$ cat src/rtl/gpio_word_bus_ctrl.sv
// gpio_word_bus_ctrl: 32-bit host word access to byte-wide GPIO bus.
// Walks enabled byte lanes as SETUP/STROBE/GAP with ready timeout.
module gpio_word_bus_ctrl #(
    parameter int ADDR_W      = 32,
    parameter int TIMEOUT_CYC = 16
) (
    input  logic              clk,
    input  logic              rst,
    input  logic              req,
    input  logic              we,
    input  logic [ADDR_W-1:0] haddr,
    input  logic [3:0]        be,
    input  logic [31:0]       wdata,
    output logic [31:0]       rdata,
    output logic              ack,
    output logic              err,
    output logic              busy,
    output logic              p_cs,
    output logic              p_rd,
    output logic              p_wr,
    output logic [ADDR_W-1:0] p_addr,
    output logic [7:0]        p_wdata,
    input  logic [7:0]        p_rdata,
    input  logic              p_ready
);

    localparam int TW = $clog2(TIMEOUT_CYC + 1);

    localparam logic [2:0] IDLE   = 3'd0;
    localparam logic [2:0] SETUP  = 3'd1;
    localparam logic [2:0] STROBE = 3'd2;
    localparam logic [2:0] GAP    = 3'd3;
    localparam logic [2:0] DONE   = 3'd4;

    logic [2:0]        state;
    logic              we_q;
    logic [ADDR_W-1:0] base_q;
    logic [3:0]        be_q;
    logic [31:0]       wdata_q;
    logic [1:0]        idx;
    logic [TW-1:0]     tcnt;

    logic              first_v;
    logic [1:0]        first_k;
    logic              next_v;
    logic [1:0]        next_k;

    // Lowest enabled lane of the incoming request.
    always_comb begin
        first_v = 1'b0;
        first_k = 2'd0;
        for (int j = 3; j >= 0; j--) begin
            if (be[j]) begin
                first_v = 1'b1;
                first_k = 2'(j);
            end
        end
    end

    // Lowest enabled lane above the one just finished.
    always_comb begin
        next_v = 1'b0;
        next_k = 2'd0;
        for (int j = 3; j >= 0; j--) begin
            if (be_q[j] && (2'(j) > idx)) begin
                next_v = 1'b1;
                next_k = 2'(j);
            end
        end
    end

    // Bus strobes and host status decode straight from the state.
    always_comb begin
        p_cs = (state == STROBE);
        p_rd = p_cs & ~we_q;
        p_wr = p_cs & we_q;
        ack  = (state == DONE);
        busy = (state != IDLE);
    end

    // Transfer sequencer, lane bookkeeping and ready timeout.
    always_ff @(posedge clk or posedge rst) begin
        if (rst) begin
            state   <= IDLE;
            we_q    <= 1'b0;
            base_q  <= '0;
            be_q    <= 4'd0;
            wdata_q <= 32'd0;
            idx     <= 2'd0;
            tcnt    <= '0;
            rdata   <= 32'd0;
            err     <= 1'b0;
            p_addr  <= '0;
            p_wdata <= 8'd0;
        end else begin
            unique case (state)
                IDLE: begin
                    if (req) begin
                        we_q    <= we;
                        base_q  <= {haddr[ADDR_W-1:2], 2'b00};
                        be_q    <= be;
                        wdata_q <= wdata;
                        rdata   <= 32'd0;
                        err     <= 1'b0;
                        tcnt    <= '0;
                        if (first_v) begin
                            idx     <= first_k;
                            p_addr  <= {haddr[ADDR_W-1:2], first_k};
                            p_wdata <= we ? wdata[{first_k, 3'b000} +: 8]
                                          : 8'd0;
                            state   <= SETUP;
                        end else begin
                            idx   <= 2'd0;
                            state <= DONE;
                        end
                    end
                end
                SETUP: begin
                    state <= STROBE;
                end
                STROBE: begin
                    if (p_ready) begin
                        if (!we_q) begin
                            rdata[{idx, 3'b000} +: 8] <= p_rdata;
                        end
                        tcnt  <= '0;
                        state <= GAP;
                    end else if (tcnt == TW'(TIMEOUT_CYC - 1)) begin
                        err   <= 1'b1;
                        tcnt  <= '0;
                        state <= DONE;
                    end else begin
                        tcnt <= tcnt + 1'b1;
                    end
                end
                GAP: begin
                    tcnt <= '0;
                    if (next_v) begin
                        idx     <= next_k;
                        p_addr  <= {base_q[ADDR_W-1:2], next_k};
                        p_wdata <= we_q ? wdata_q[{next_k, 3'b000} +: 8]
                                        : 8'd0;
                        state   <= SETUP;
                    end else begin
                        state <= DONE;
                    end
                end
                DONE: begin
                    idx   <= 2'd0;
                    state <= IDLE;
                end
                default: begin
                    state <= IDLE;
                end
            endcase
        end
    end

endmodule
$ cat config.mk
export PLATFORM = sky130hd
export DESIGN_NAME = gpio_word_bus_ctrl
export DESIGN_NICKNAME = d
export VERILOG_FILES = /design/src/rtl/gpio_word_bus_ctrl.sv
export SDC_FILE = /design/constraint.sdc
export NUM_CORES = 1
export LEC_CHECK = 0
export ABC_AREA = 1
export BUFFER_PORTS_ARGS = -buffer_cell sky130_fd_sc_hd__buf_2
export CORE_MARGIN = 10
export CORE_UTILIZATION = 54
export DETAILED_ROUTE_END_ITERATION = 10
export HOLD_SLACK_MARGIN = 0.05
export PLACE_DENSITY_LB_ADDON = 0.25
export SLEW_MARGIN = 30
export SYNTH_ARGS = -nofsm -noshare
export SYNTH_HDL_FRONTEND = slang
export SYNTH_SLANG_ARGS = --single-unit
export TNS_END_PERCENT = 20
$ cat constraint.sdc
create_clock -name clk -period 4.97 [get_ports clk]
set_clock_uncertainty 0.1 [all_clocks]
set_input_delay 0.497 -clock clk [delete_from_list [all_inputs] [get_ports clk]]
set_output_delay 0.497 -clock clk [all_outputs]
set_load 0.02 [all_outputs]
==> impl_metrics.env <==
export IMPL_dr_pass1_iters=5
export IMPL_slowest_delay_ps=550
export IMPL_vias=6057
export IMPL_antenna_found_initial=1
export IMPL_synthXorXnorAreaFrac_pct=0
export IMPL_rsz0062_at_grt="false"
export IMPL_clock_latency_ps=420
export IMPL_yosysUniqueCellTypes=30
export IMPL_synthAdderAreaFrac_pct=1.07
export IMPL_grt_max_degree=107
export IMPL_track_usage_pct=21.1
export IMPL_path_delay_family="simple AND/OR/NAND/NOR gates"
export IMPL_cts_root_buf="clkbuf_16"
export IMPL_critPathMaxFanout=58
export IMPL_hp_class="primary input to asynchronous set/reset pin"
export IMPL_port_buffers=156
export IMPL_seqPwrFrac_pct=36.1
export IMPL_maxCapViolCount=0
export IMPL_cts_hold_buf=0
export IMPL_required_ps=5200
export IMPL_p_per_area_mw_per_mm2=631
export IMPL_ir_drop_mv=0.382
export IMPL_grt_pass1_wl_um=30700
export IMPL_drt_initial_drc_count=480
export IMPL_finalSetupTns_ps=0
export IMPL_synth_top_family_by_area="simple AND/OR/NAND/NOR gates"
export IMPL_fin_util_pct=67.1
export IMPL_synth_compound_area_share_pct=10.1
export IMPL_crit_slowest_cell="buf_4"
export IMPL_place_hpwl_um=12800
export IMPL_yosys_area_share_simple_pct=24.2
export IMPL_syn_inst=820
export IMPL_fin_crit_sh_pct=62.5
export IMPL_die_area_mm2=0.0180
export IMPL_fin_total_pwr_mw=5.36
export IMPL_via_per_inst=5.27
export IMPL_critical_path_class="register to register"
export IMPL_die_height_um=134
export IMPL_drc=0
export IMPL_ctsResizeCount=0
export IMPL_p_leak_nw=4.35
export IMPL_p_clk_share_pct=23.5
export IMPL_cts_tree="done"
export IMPL_whs_ps=90.0
export IMPL_ys_seq_area_share_pct=53.0
export IMPL_nFillCells=1077
export IMPL_nets=1052
export IMPL_drive_gt1_share_pct=25.2
export IMPL_wl_um=18500
export IMPL_cts_max_level=4
export IMPL_place_congestion=0.836
export IMPL_syn_area_per_cell_um2=8.58
export IMPL_syn_nets=907
export IMPL_num_antenna_cells=0
export IMPL_path_cells="inv_1 -> ha_1 -> nand2_1 -> nand3_1 -> nand2_1 -> o21ai_4 -> buf_4 -> nor2_1 -> a31oi_1"
export IMPL_relSlewSlack_pct=46.9
export IMPL_setup_viol=0
export IMPL_grt_overflow_total=0
export IMPL_clk_pin_slew_ps=60
export IMPL_rows=41
export IMPL_startpoint_type="register"
export IMPL_synth_area_mux_share_pct=5.12
export IMPL_path_common_cell="nand2_1"
export IMPL_syn_to_final_growth_pct=20.8
export IMPL_numCtsBuffers=17
export IMPL_ioPinCount=159
export IMPL_fmax_mhz=322
export IMPL_dieWidth_um=134
export IMPL_p_switching_mw=2.16
export IMPL_route_antenna_remaining_nets=0
export IMPL_ys_warn_count=0
export IMPL_timing_final_hold_violations=0
export IMPL_critPathArrivalTime_ps=3330
export IMPL_cts_buffer_depth=2
export IMPL_power_internal_mw=3.20
export IMPL_grt_pass1_vias=6153
export IMPL_post_cts_buffers=0
export IMPL_wl_per_cell_um=16.1
export IMPL_fin_crit_ps=3110
export IMPL_p_comb_share_pct=40.3
export IMPL_path_buf_inv=2
export IMPL_max_slew_worst_pin_slew_ps=794
export IMPL_status="complete, no violations"
export IMPL_clkSinkCount=149
export IMPL_ys_ff_latch=149
export IMPL_slew_violations=0
export IMPL_switching_share_pct=40.2
export IMPL_synth_area_mm2=0.00704
export IMPL_core_area_mm2=0.0127
export IMPL_initial_core_util_pct=55.5
export IMPL_cp_end_kind="register"
-- cells in the final DEF, fill, tap and decap left out, types with 2 or more instances in the layout --
cell / instances
nand2_1: 247
clkbuf_1: 5
o21ai_0: 57
o31ai_1: 14
bufinv_16: 2
inv_1: 73
dfrtp_1: 149
mux2_2: 32
nand2_2: 4
nand3_1: 69
buf_2: 156
clkinv_4: 3
a31oi_1: 32
clkbuf_8: 3
nor2_4: 2
nor2_1: 53
or2_2: 8
buf_4: 4
clkbuf_16: 17
clkinv_2: 2
a211oi_1: 2
ha_1: 6
o21ai_4: 2
a21oi_1: 8
nand3b_1: 13
inv_2: 5
-- worst paths after layout --
path                       slack (ps)      start  cells after the start     endpoint
min                                90        rst                      2    base_q[7]
max in group asynchronous        3670        rst                      3  wdata_q[26]
max reg2reg                      1860     idx[0]                      9   p_addr[23]
min in group clk                  210        req                      2          err
min reg2reg                       380  p_addr[1]                      2    p_addr[1]
max                              1860     idx[0]                      9   p_addr[23]
-- cell usage after synthesis --
library cell	count	area (um2)
o21ai_0	57	285
o21ai_4	2	32.5
mux2_2	32	360
dfrtp_1	149	3730
ha_1	6	75.1
nor2_1	53	199
o21ai_2	1	8.76
clkbuf_1	16	60.1
o21a_2	1	8.76
a211oi_1	2	15.0
nor3_1	1	5.00
nand3b_1	13	97.6
nand2_2	4	25.0
inv_2	5	18.8
a21boi_0	1	7.51
a31oi_1	32	200
buf_2	16	80.1
a21oi_1	8	40.0
o31ai_1	14	105
nor2_4	2	22.5
nand2_1	247	927
nor4_2	1	12.5
clkinv_1	1	3.75
buf_4	2	15.0
nor3_2	1	10.0
nand2_4	1	11.3
inv_1	74	278
o311ai_0	1	8.76
or2_2	8	50.1
nand3_1	69	345
-- stage by stage --
step / setup slack, ps / cell area [um2] / std cells
after floorplan: 365 / 7040 / 820
after global routing: 1470 / 8500 / 1150
after global placement: 1990 / 7910 / 1118
after detailed placement: 1900 / 7910 / 1118
after CTS: 1840 / 8490 / 1150
final: 1860 / 8500 / 1150
-- per-layer routing --
metal | wire, um | global-route usage (%) | up-vias
met3 | 1710 | 9.26 | 16
li1 | - | - | 2959
met5 | 18 | 0 | -
met4 | 193 | 5.50 | 2
met2 | 8730 | 33.8 | 191
met1 | 7900 | 25.6 | 2889
-- state kept, by name (all words and copies together) (netlist names) --
register,count
p_addr,32
rdata,32
wdata_q,32
base_q,30
p_wdata,8
tcnt,5
be_q,3
state,3
idx,2
err,1
we_q,1
-- cell type report --
type / instances / area (um2) / share of cell area (%)
Sequential cell: 149 / 3730 / 43.9
Tap cell: 172 / 215 / 2.53
Inverter: 80 / 308 / 3.62
Clock inverter: 7 / 96.3 / 1.13
Multi-Input combinational cell: 557 / 2850 / 33.6
Timing Repair Buffer: 160 / 811 / 9.54
Clock buffer: 25 / 485 / 5.71
-- logic make-up after synthesis --
family	after synthesis
compound gates	119
fa+ha+maj	6
buf+inv	114
flops	149
simple gates	400
mux	32
-- power groups by stage --
stage          Clock (mW)  Combinational, mW  Sequential (mW)
6_report             1.26               2.16             1.94
5_1_grt              1.33               2.44             1.99
4_1_cts              1.28               2.18             1.94
3_5_place_dp            0               2.17             1.94
3_3_place_gp            0               2.11             1.93
2_1_floorplan           0               1.39             2.11
(Power assumes the default switching activity.)
